`src/rtl/uart_tx_fifo.sv`:
```
// Byte FIFO feeding uart_min: buffers pushes and issues write strobes
// spaced GAP_CYCLES clocks apart so the serializer is never overrun.
module uart_tx_fifo #(
    parameter int DEPTH_LOG2 = 4,
    parameter int GAP_CYCLES = 4340
) (
    input  logic                clk,
    input  logic                clr,
    input  logic                push,
    input  logic [7:0]          push_data,
    output logic                full,
    output logic                empty,
    output logic [DEPTH_LOG2:0] count,
    output logic                overflow,
    output logic                tx_write,
    output logic [7:0]          tx_data
);

    localparam int DEPTH = 1 << DEPTH_LOG2;
    localparam logic [15:0] GAP_LOAD = 16'(GAP_CYCLES - 3);

    typedef enum logic [1:0] {
        IDLE,
        SEND,
        GAP
    } state_e;

    logic [7:0]          mem_q [DEPTH];
    logic [DEPTH_LOG2:0] wr_ptr_q;
    logic [DEPTH_LOG2:0] rd_ptr_q;
    logic [DEPTH_LOG2:0] count_q;
    logic [DEPTH_LOG2:0] count_d;
    logic                full_q;
    logic                empty_q;
    logic                ovf_q;
    logic                tx_write_q;
    logic [7:0]          tx_data_q;
    logic [15:0]         gap_q;
    state_e              state_q;
    logic                push_ok;
    logic                pop;

    // Acceptance uses the registered full flag; a same-cycle pop never rescues it.
    assign push_ok = push && !full_q;
    assign pop     = (state_q == IDLE) && !empty_q;

    always_comb begin
        count_d = count_q;
        unique case ({push_ok, pop})
            2'b10:   count_d = count_q + 1'b1;
            2'b01:   count_d = count_q - 1'b1;
            default: count_d = count_q;
        endcase
    end

    always_ff @(posedge clk) begin
        if (push_ok) begin
            mem_q[wr_ptr_q[DEPTH_LOG2-1:0]] <= push_data;
        end
    end

    always_ff @(posedge clk or negedge clr) begin
        if (!clr) begin
            wr_ptr_q   <= '0;
            rd_ptr_q   <= '0;
            count_q    <= '0;
            full_q     <= 1'b0;
            empty_q    <= 1'b1;
            ovf_q      <= 1'b0;
            tx_write_q <= 1'b0;
            tx_data_q  <= 8'h00;
            gap_q      <= '0;
            state_q    <= IDLE;
        end else begin
            if (push_ok) begin
                wr_ptr_q <= wr_ptr_q + 1'b1;
            end
            if (push && full_q) begin
                ovf_q <= 1'b1;
            end
            count_q    <= count_d;
            full_q     <= count_d[DEPTH_LOG2];
            empty_q    <= (count_d == '0);
            tx_write_q <= 1'b0;
            // SEND(1) + GAP(GAP_CYCLES-2) + IDLE(1) = GAP_CYCLES per byte
            unique case (state_q)
                IDLE: begin
                    if (pop) begin
                        tx_data_q  <= mem_q[rd_ptr_q[DEPTH_LOG2-1:0]];
                        rd_ptr_q   <= rd_ptr_q + 1'b1;
                        tx_write_q <= 1'b1;
                        state_q    <= SEND;
                    end
                end
                SEND: begin
                    gap_q   <= GAP_LOAD;
                    state_q <= GAP;
                end
                GAP: begin
                    if (gap_q == '0) begin
                        state_q <= IDLE;
                    end else begin
                        gap_q <= gap_q - 1'b1;
                    end
                end
                default: state_q <= IDLE;
            endcase
        end
    end

    assign full     = full_q;
    assign empty    = empty_q;
    assign count    = count_q;
    assign overflow = ovf_q;
    assign tx_write = tx_write_q;
    assign tx_data  = tx_data_q;

endmodule

```
`config.mk`:
```
export PLATFORM = sky130hd
export DESIGN_NAME = uart_tx_fifo
export DESIGN_NICKNAME = d
export VERILOG_FILES = /design/src/rtl/uart_tx_fifo.sv
export SDC_FILE = /design/constraint.sdc
export NUM_CORES = 1
export LEC_CHECK = 0
export ABC_AREA = 1
export BUFFER_PORTS_ARGS = -buffer_cell sky130_fd_sc_hd__buf_2
export CAP_MARGIN = 10
export CORE_AREA = 2 2 158 160
export CTS_CLUSTER_SIZE = 12
export DETAILED_ROUTE_END_ITERATION = 16
export DIE_AREA = 0 0 160 162
export PLACE_DENSITY_LB_ADDON = 0.25
export SETUP_SLACK_MARGIN = 0.2
export SYNTH_ARGS = -nofsm -noshare
export SYNTH_HDL_FRONTEND = slang
export SYNTH_SLANG_ARGS = --single-unit
```
`constraint.sdc`:
```
create_clock -name clk -period 2.9 [get_ports clk]
set_input_delay 0.58 -clock clk [delete_from_list [all_inputs] [get_ports clk]]
set_output_delay 0.58 -clock clk [all_outputs]
set_load 0.01 [all_outputs]
```
==> out/qor.txt, run 1 <==
CTS Buf Count - 17
final slew viol count - 0
Area growth syn-to-layout - 16.2%
GRT Max-Usage Layer - met2
RSZ-0062 raised after global routing - no
Final setup viols - 0
CP cell instances - nor2_1 > inv_1 > ha_1 > nand2_1 > inv_1 > nor2_1 > ha_1 > o21ai_0 > nand2_1 > nor2_1 > nand3_1 > nor2_1
Slew @ Worst Pin - 0.815 ns
Worst Path Max Fanout - 6
Vias - 4986
EDFF count, synth - 128
Worst Setup Start Kind - register
# rows - 57
clk slew on worst S/H paths - 0.07 ns
leakage - 3.45 nW
Setup crit end kind - register
routed len/inst - 16.0 um
layout cells sized above 1 - 0.135
Final Hold Violating Endpoints - 0
H-tree levels - 4
min-delay worst type - in2async
largest net degree at the start of global routing - 67
total die area - 25900 um2
top cell type's share of synthesized area - 0.517
Synth cell types - 33
most common cell after layout, fill and taps aside - nand2_1
cts hold-fix bufs - 0
Crit Path Category - reg2reg
yosys warns - 0
IO Count - 28
DP Area - 8040 um2
Starting Density - 0.308
post-synthesis cell count - 712
Max Clock Skew - 0.00980 ns
Design Area, Final - 8640 um2
final cell count without fillers - 1093
CP bufs+invs - 2
met3 usage - 0.0258
Die Span Y - 162 um
Cell Pwr Density - 1030 nW/um2
DP Cell Count - 1061
status - completed
worst relative slew slack - 0.456
Final Wtd Congestion - 0.742
most used cell, CP - nor2_1
Top Family by Delay on Critical Path - simple AND/OR/NAND/NOR gates
maximum clock frequency - 472 MHz
Sum Neg Setup Slack - 0 ns
Routed WL - 17.5 mm
CTS sink count - 170
Final period util - 0.731
root buf cell - clkbuf_16
first drt pass iteration count - 5
vias per cell - 4.56
global-route wire length before repair - 27.7 mm
sequential area share after synthesis - 0.658
TritonCTS clock tree - built
Port Buffers - 27
total power - 8.86 mW
vias in the first global route - 4838
Final Core Density - 0.358
synthesized area per cell - 10.4 um2
Final min period - 2.12 ns
gr usage total - 0.141
Primary FF master, synth - edfxtp_1
Area contributors post-synth - edfxtp_1 52%, dfrtp_1 14%, nand2_1 11%, nand3_1 6.9%, nor2_1 2.8%
post-route DRC violation count - 0
Die W - 160 um
CTS resizes - 0
Worst path slowest cell - dfrtp_1
initial antenna violation count - 0
# Post-CTS Setup Buffers - 0
M1 GR Usage - 0.194
Post-synth ARST share - 0.247
worst vdd ir - 0.464 mV
Worst Path Arrival - 2.49 ns
Mapped Area - 7440 um2
most frequent cells in the layout - 226 x nand2_1, 128 x edfxtp_1, 102 x nand3_1
hpwl dp - 11.0 mm
antenna-violating nets left - 0
CP Data Required Time - 3.27 ns
CTS max path bufs - 2
core box area - 24100 um2
Clk Latency, worst-skew pair - 0.43 ns
number of synthesized register bits - 170
global route overflow - 0
# diodes - 0
1st-iter DRT viols - 377
max incr delay on CP - 0.44 ns
syn nets - 734
Final #Nets - 778
GRT met2 Usage - 0.226
cell taking the most area after synthesis - edfxtp_1
total of max-cap violations - 0
## per-stage QoR
stage / worst slack, ns / hold WS, ns
after detailed placement: 0.563 / 0.452
after global placement: 0.584 / 0.441
after CTS: 0.766 / 0.102
after global routing: 0.527 / 0.121
after floorplan: 0.593 / 0.284
final: 0.780 / 0.0951
## layer usage
metal / part of all wire / up-vias
met5: 0 / -
met4: 0.0099 / 0
met3: 0.031 / 13
met2: 0.47 / 88
met1: 0.49 / 2404
li1: - / 2481
## power by group
part           switching (mW)  internal, mW
registers               0.253          3.00
clock network            1.07          1.24
logic                    2.27          1.03
total                    3.59          5.27
## logic make-up after synthesis
family | Yosys count | synth area share
XOR/XNOR | 16 | 0.0188
buffers and inverters | 69 | 0.0400
AND/OR/NAND/NOR | 403 | 0.232
AO/OA/AOI/OAI | 43 | 0.0318
flip-flops | 170 | 0.658
adder cells (fa/ha/maj) | 11 | 0.0185
## cell type report
cell class | instances | area [um2]
fillers | 2460 | 15500
flip-flops and latches | 170 | 4900
multi-input cells | 473 | 2240
clock buffers | 17 | 425
well taps | 324 | 405
repair buffers | 53 | 343
clock inverters | 15 | 174
inverters | 41 | 154
## worst register-to-register path, stage by stage, from the launching register on
cell	delay, ns
dfrtp_1	0.44
nor2_1	0.16
inv_1	0.08
ha_1	0.27
nand2_1	0.08
inv_1	0.05
nor2_1	0.14
ha_1	0.25
o21ai_0	0.22
nand2_1	0.08
nor2_1	0.12
nand3_1	0.09
nor2_1	0.09
## state kept, by name, summed over array words and instances (netlist names)
signal / cells
count: 5
empty: 1
gap_q: 16
mem_q: 128
overflow: 1
rd_ptr_q: 4
state_q: 2
tx_data: 8
tx_write: 1
wr_ptr_q: 4
## path summary, 6_finish.rpt
kind                            startpoint          to  cells past startpoint  slack, ns
max in group asynchronous              clr       empty                      2       2.07
worst min-delay path                   clr  tx_data[7]                      1        0.1
worst max-delay path              count[4]       empty                     12       0.78
worst min register to register    overflow    overflow                      1       0.46
min in group clk                      push    overflow                      2       0.38
worst max register to register    count[4]       empty                     12       0.78
## cells in the mapped netlist (3+ instances only)
library cell    n
o21ai_0        12
inv_1          37
nor3_1          3
nor2_2          5
ha_1           11
nor2_4          3
dfrtp_1        41
nor2_1         55
nand3_1       102
buf_2          16
clkbuf_1        8
a21oi_1        18
edfxtp_1      128
nand2_1       226
o22ai_1         5
inv_2           3
o21ai_1         3
xor2_1         14
Power figures use the tool's default switching activity.
==> run 2, diff against run 1 <==
==> constraint.sdc (replaced) <==
create_clock -name clk -period 2.1 [get_ports clk]
set_input_delay 0.42 -clock clk [delete_from_list [all_inputs] [get_ports clk]]
set_output_delay 0.42 -clock clk [all_outputs]
set_load 0.01 [all_outputs]
==> run 2 against run 1 <==
- clock power increased by 38%
- wire length increased by 0.23%
- largest power group unchanged
- highest routed layer unchanged
- fmax increased by 13%
==> out/qor.txt, run 2 (synthesis gave the netlist of run 1 again) <==
maximum clock frequency - 533 MHz (+13%)
most frequent cells in the layout - 220 x nand2_1, 128 x edfxtp_1, 101 x nand3_1
Filler cells - 2441 (-0.77%)
first drt pass iteration count - 4 (-1)
total of max-cap violations - 0 (unchanged)
reg2reg start - state_q[0]
M1 GR Usage - 0.203 (+0.00879)
Clk Latency, worst-skew pair - 0.43 ns (about the same)
1st-iter DRT viols - 449 (+19%)
routed len/inst - 15.9 um (-0.77%)
most used cell, CP - inv_2
Slew @ Worst Pin - 0.423 ns (-0.392 ns)
initial antenna violation count - 0 (unchanged)
max incr delay on CP - 0.39 ns (-0.05 ns)
hold path depth - 2
GRT met2 Usage - 0.225 (-0.00138)
Die Span Y - 162 um (unchanged)
CP cell instances - nor2_2 > inv_2 > nor2_4 > ha_4 > nand2_2 > inv_2 > nor2_4 > ha_4 > inv_2 > nand2_4 > inv_2 > nand2_2 > nand3_2 > nand2_2 > nor2_2 > nand3_1 > nor2_1
Starting Density - 0.308 (unchanged)
Worst Path Max Fanout - 4 (-2)
core box area - 24100 um2 (unchanged)
global route overflow - 0 (unchanged)
hold path start - push
Final setup viols - 0 (unchanged)
met3 usage - 0.0268 (+0.00102)
total die area - 25900 um2 (unchanged)
post-route DRC violation count - 0 (unchanged)
TritonCTS clock tree - built
Die W - 160 um (unchanged)
Crit Path Category - reg2reg
CTS sink count - 170 (unchanged)
Comb power frac - 0.392 (+0.019)
Vias - 4963 (-0.46%)
gr usage total - 0.143 (+0.00230)
# diodes - 0 (unchanged)
leakage - 3.53 nW (+2.4%)
clk slew on worst S/H paths - 0.07 ns (about the same)
Setup WS post-layout - 0.225 ns (-0.555 ns)
vias per cell - 4.50 (-1.5%)
most common cell after layout, fill and taps aside - nand2_1
switch share - 0.405 (-0.000434)
status - completed
Final #Nets - 790 (+1.5%)
Port Buffers - 27 (unchanged)
cell-internal power - 7.53 mW (+43%)
Net Sw Power - 5.12 mW (+43%)
CTS Buf Count - 17 (unchanged)
Final Hold Violating Endpoints - 0 (unchanged)
Area growth syn-to-layout - 19.1%
Worst path slowest cell - dfrtp_1
hpwl dp - 11.0 mm (about the same)
largest net degree at the start of global routing - 67 (unchanged)
DP Worst Slack - 0.0826 ns (-0.481 ns)
global-route wire length before repair - 28.2 mm (+1.5%)
Largest register FFs - 128 (unchanged)
# rows - 57 (unchanged)
antenna-violating nets left - 0 (unchanged)
r2r setup slk - 0.22 ns (-0.55 ns)
worst vdd ir - 0.533 mV (+15%)
Final min period - 1.88 ns (-0.245 ns)
layout cells sized above 1 - 0.172 (+0.0366)
GRT Max-Usage Layer - met2
Routed WL - 17.5 mm (+0.23%)
IO Count - 28 (unchanged)
worst relative slew slack - 0.718 (+0.262)
CP Data Required Time - 2.46 ns (-0.81 ns)
Clk pwr share - 0.251 (-0.009)
Sequential Power Share - 0.358 (-0.010)
Cell Pwr Density - 1430 nW/um2 (+39%)
Final period util - 0.893 (+0.162)
Hold Crit Endpoint - overflow
final slew viol count - 0 (unchanged)
root buf cell - clkbuf_16
CP bufs+invs - 4 (+2)
vias in the first global route - 4868 (+0.62%)
Hold Slack - 0.213 ns (+0.118 ns)
Sum Neg Setup Slack - 0 ns (unchanged)
CTS max path bufs - 2 (unchanged)
H-tree levels - 4 (unchanged)
Top Family by Delay on Critical Path - simple AND/OR/NAND/NOR gates
Final Core Density - 0.367 (+0.00893)
RSZ-0062 raised after global routing - yes
Final Wtd Congestion - 0.766 (+3.2%)
Max Clock Skew - 0.0138 ns (+0.00397 ns)
total power - 12.7 mW (+43%)
R2R Path End - empty
Worst Path Arrival - 2.24 ns (-0.25 ns)
R2R depth - 17 (+5)
Worst Setup Start Kind - register
Setup crit end kind - register
min-delay worst type - in2reg
[run 2: power groups by stage]
stage	clock network [mW]	logic, mW	registers [mW]
2_1_floorplan	0	3.19	4.54
4_1_cts	3.24	4.84	4.51
6_report	3.17	4.96	4.53
3_5_place_dp	0	4.76	4.59
3_3_place_gp	0	4.74	4.59
5_1_grt	3.36	5.66	4.59
[run 2: per-stage QoR]
stage | area [um2] | std cells
after floorplan | 7470 | 712
after detailed placement | 8150 | 1067
after CTS | 8780 | 1102
after global routing | 8860 | 1104
after global placement | 8150 | 1067
final | 8860 | 1104
[run 2: layout make-up]
| class | instances | area, um2 | area share |
|---|---|---|---|
| inverter | 41 | 154 | 0.0174 |
| multi-input combinational | 473 | 2320 | 0.262 |
| clock inverter | 14 | 176 | 0.0199 |
| timing repair buffer | 65 | 473 | 0.0534 |
| tap | 324 | 405 | 0.0458 |
| clock buffer | 17 | 425 | 0.0480 |
| sequential | 170 | 4900 | 0.553 |
[run 2: how the worst max path moves through the flow]
stage	startpoint	endpoint	slack (ns)	cells past startpoint
2_1_floorplan	state_q[0]	empty	0.20	14
3_3_place_gp	push	empty	0.10	17
3_5_place_dp	push	empty	0.08	14
4_1_cts	empty	empty	0.21	11
5_1_grt	state_q[0]	empty	-0.007	17
6_report	state_q[0]	empty	0.22	17
[run 2: timing repair]
action	in CTS	in global routing
endpoints found under the hold margin	16	0
hold buffers	1	0
endpoints found under the setup margin	1	3
pin swaps	1	11
gates resized for setup	1	19
setup buffers	3	2
[run 2: metal layers]
metal / vias to the layer above / routed length, um / share of wire
li1: 2504 / - / -
met1: 2381 / 8570 / 0.49
met2: 65 / 8210 / 0.47
met3: 13 / 594 / 0.034
met4: 0 / 173 / 0.0099
met5: - / 0 / 0
==> run 3, diff against run 2 <==
--- a/config.mk
+++ b/config.mk
@@ -9,7 +9,6 @@
 export BUFFER_PORTS_ARGS = -buffer_cell sky130_fd_sc_hd__buf_2
 export CAP_MARGIN = 10
 export CORE_AREA = 2 2 158 160
-export CTS_CLUSTER_SIZE = 12
 export DETAILED_ROUTE_END_ITERATION = 16
 export DIE_AREA = 0 0 160 162
 export PLACE_DENSITY_LB_ADDON = 0.25
==> constraint.sdc (replaced) <==
create_clock -name clk -period 2.1 [get_ports clk]
set_input_delay 0.42 -clock clk [delete_from_list [all_inputs] [get_ports clk]]
set_output_delay 0.42 -clock clk [all_outputs]
set_load 0.1 [all_outputs]
==> run 3 against run 2 <==
- worst hold slack lost 0.15 ns
- final cell count shrank 0.18%
- clock power about the same
- combinational power is 20% higher
- total power is 8.0% higher
- die area did not move
- cell area barely moved
- largest power group unchanged
==> out/qor.txt, run 3 (synthesis gave the netlist of run 1 again) <==
status - completed
vias in the first global route - 4750 (-2.4%)
Design Area, Final - 8850 um2 (about the same)
total die area - 25900 um2 (unchanged)
Vias - 4987 (+0.48%)
Setup crit end kind - register
largest net degree at the start of global routing - 61 (-9.0%)
global-route wire length before repair - 27.3 mm (-3.2%)
Worst Path Max Fanout - 5 (+1)
total power - 13.7 mW (+8.0%)
worst relative slew slack - 0.605 (-0.113)
TritonCTS clock tree - built
Clk Latency, worst-skew pair - 0.43 ns (about the same)
CTS Buf Count - 17 (unchanged)
layout cells sized above 1 - 0.170 (-0.00213)
global route overflow - 0 (unchanged)
maximum clock frequency - 529 MHz (-0.81%)
root buf cell - clkbuf_16
reg2reg start - state_q[0]
most frequent cells in the layout - 222 x nand2_1, 128 x edfxtp_1, 101 x nand3_1
Sum Neg Setup Slack - 0 ns (unchanged)
1st-iter DRT viols - 338 (-25%)
cts hold-fix bufs - 0 (-1)
IO Count - 28 (unchanged)
final slew viol count - 0 (unchanged)
vias per cell - 4.53 (+0.67%)
Final Hold Violating Endpoints - 0 (unchanged)
core box area - 24100 um2 (unchanged)
Starting Density - 0.308 (unchanged)
Final Wtd Congestion - 0.750 (-2.0%)
DP Area - 8170 um2 (+0.21%)
# rows - 57 (unchanged)
Final #Nets - 788 (-0.25%)
total of max-cap violations - 0 (unchanged)
Slew @ Worst Pin - 0.592 ns (+0.169 ns)
hpwl dp - 10.9 mm (-0.56%)
Final period util - 0.900 (+0.00730)
most common cell after layout, fill and taps aside - nand2_1
Critical Path Start - state_q[0]
routed len/inst - 15.9 um (about the same)
Worst Setup Start Kind - register
Cell Pwr Density - 1540 nW/um2 (+8.1%)
CTS sink count - 170 (unchanged)
CTS max path bufs - 2 (unchanged)
leakage - 3.52 nW (-0.30%)
min-delay worst type - in2async
Port Buffers - 27 (unchanged)
gr usage total - 0.139 (-0.00426)
Routed WL - 17.5 mm (-0.28%)
CP Data Required Time - 2.46 ns (about the same)
H-tree levels - 4 (unchanged)
first drt pass iteration count - 5 (+1)
initial antenna violation count - 0 (unchanged)
Die Span Y - 162 um (unchanged)
Die W - 160 um (unchanged)
clk slew on worst S/H paths - 0.07 ns (about the same)
RSZ-0062 raised after global routing - yes
Final setup viols - 0 (unchanged)
# diodes - 0 (unchanged)
Final min period - 1.89 ns (+0.0153 ns)
Area growth syn-to-layout - 19.0% (about the same)
Max Clock Skew - 0.0207 ns (+0.00688 ns)
Largest register FFs - 128 (unchanged)
worst vdd ir - 0.557 mV (+4.4%)
Worst Path Arrival - 2.25 ns (about the same)
antenna-violating nets left - 0 (unchanged)
post-route DRC violation count - 0 (unchanged)
Crit Path Category - reg2reg
## run 3: changes by cell type in the layout (fill, tap and decap cells not counted), sizes merged
cell         delta
dlygate4sd3     -1
clkinvlp        +1
buf             -1
clkinv          -1
## run 3: layout make-up
class | instances | area (um2)
sequential | 170 | 4900
fill | 2457 | 15300
timing repair buffer | 63 | 470
clock inverter | 14 | 178
inverter | 41 | 154
clock buffer | 17 | 425
multi-input combinational | 473 | 2310
tap | 324 | 405
## run 3: timing repair
action | in CTS | in global routing
buffers inserted | 0 | 4
pin swaps | 0 | 9
resized for setup | 2 | 16
setup endpoints to repair | 2 | 3
gates cloned | 0 | 0
## run 3: path summary, 6_finish.rpt
check	end	slack [ns]	cells past startpoint
worst max-delay path	empty	0.21	15
worst min-delay path	gap_q[8]	0.07	2
worst max register to register	empty	0.21	15
worst min register to register	overflow	0.46	1
max in group asynchronous	count[4]	1.58	2
min in group clk	overflow	0.23	2
## run 3: where the power goes
part	internal (mW)	total (mW)	switching (mW)
combinational	1.72	5.95	4.23
clock	1.70	3.17	1.47
sequential	4.15	4.55	0.398
## run 3: stage by stage
step	utilization	worst slack, ns	cells	hold WS [ns]
2_1_floorplan	-	-0.0757	712	0.124
3_3_place_gp	0.339	0.0974	1067	0.435
3_5_place_dp	0.339	0.0673	1067	0.454
4_1_cts	0.364	0.125	1098	0.0875
5_1_grt	0.367	0.0682	1102	0.131
6_report	0.367	0.209	1102	0.0675
## run 3: critical path, cell delays in order, from the launching register on
cell	delay [ns]
dfrtp_1	0.41
nor2_2	0.13
inv_2	0.06
nor2_4	0.12
ha_4	0.18
nor2_2	0.06
nor2_4	0.14
ha_4	0.15
inv_2	0.03
nand2_2	0.07
nand2_1	0.07
nand3_2	0.08
nand2_2	0.06
nor2_2	0.10
nand3_1	0.07
nor2_1	0.10
## run 3: metal layers
metal | global-route usage | vias to the layer above | share of wire
met5 | 0 | - | 0
met4 | 0.0369 | 0 | 0.0066
met3 | 0.0268 | 8 | 0.046
met2 | 0.232 | 86 | 0.49
met1 | 0.185 | 2398 | 0.46
li1 | - | 2495 | -
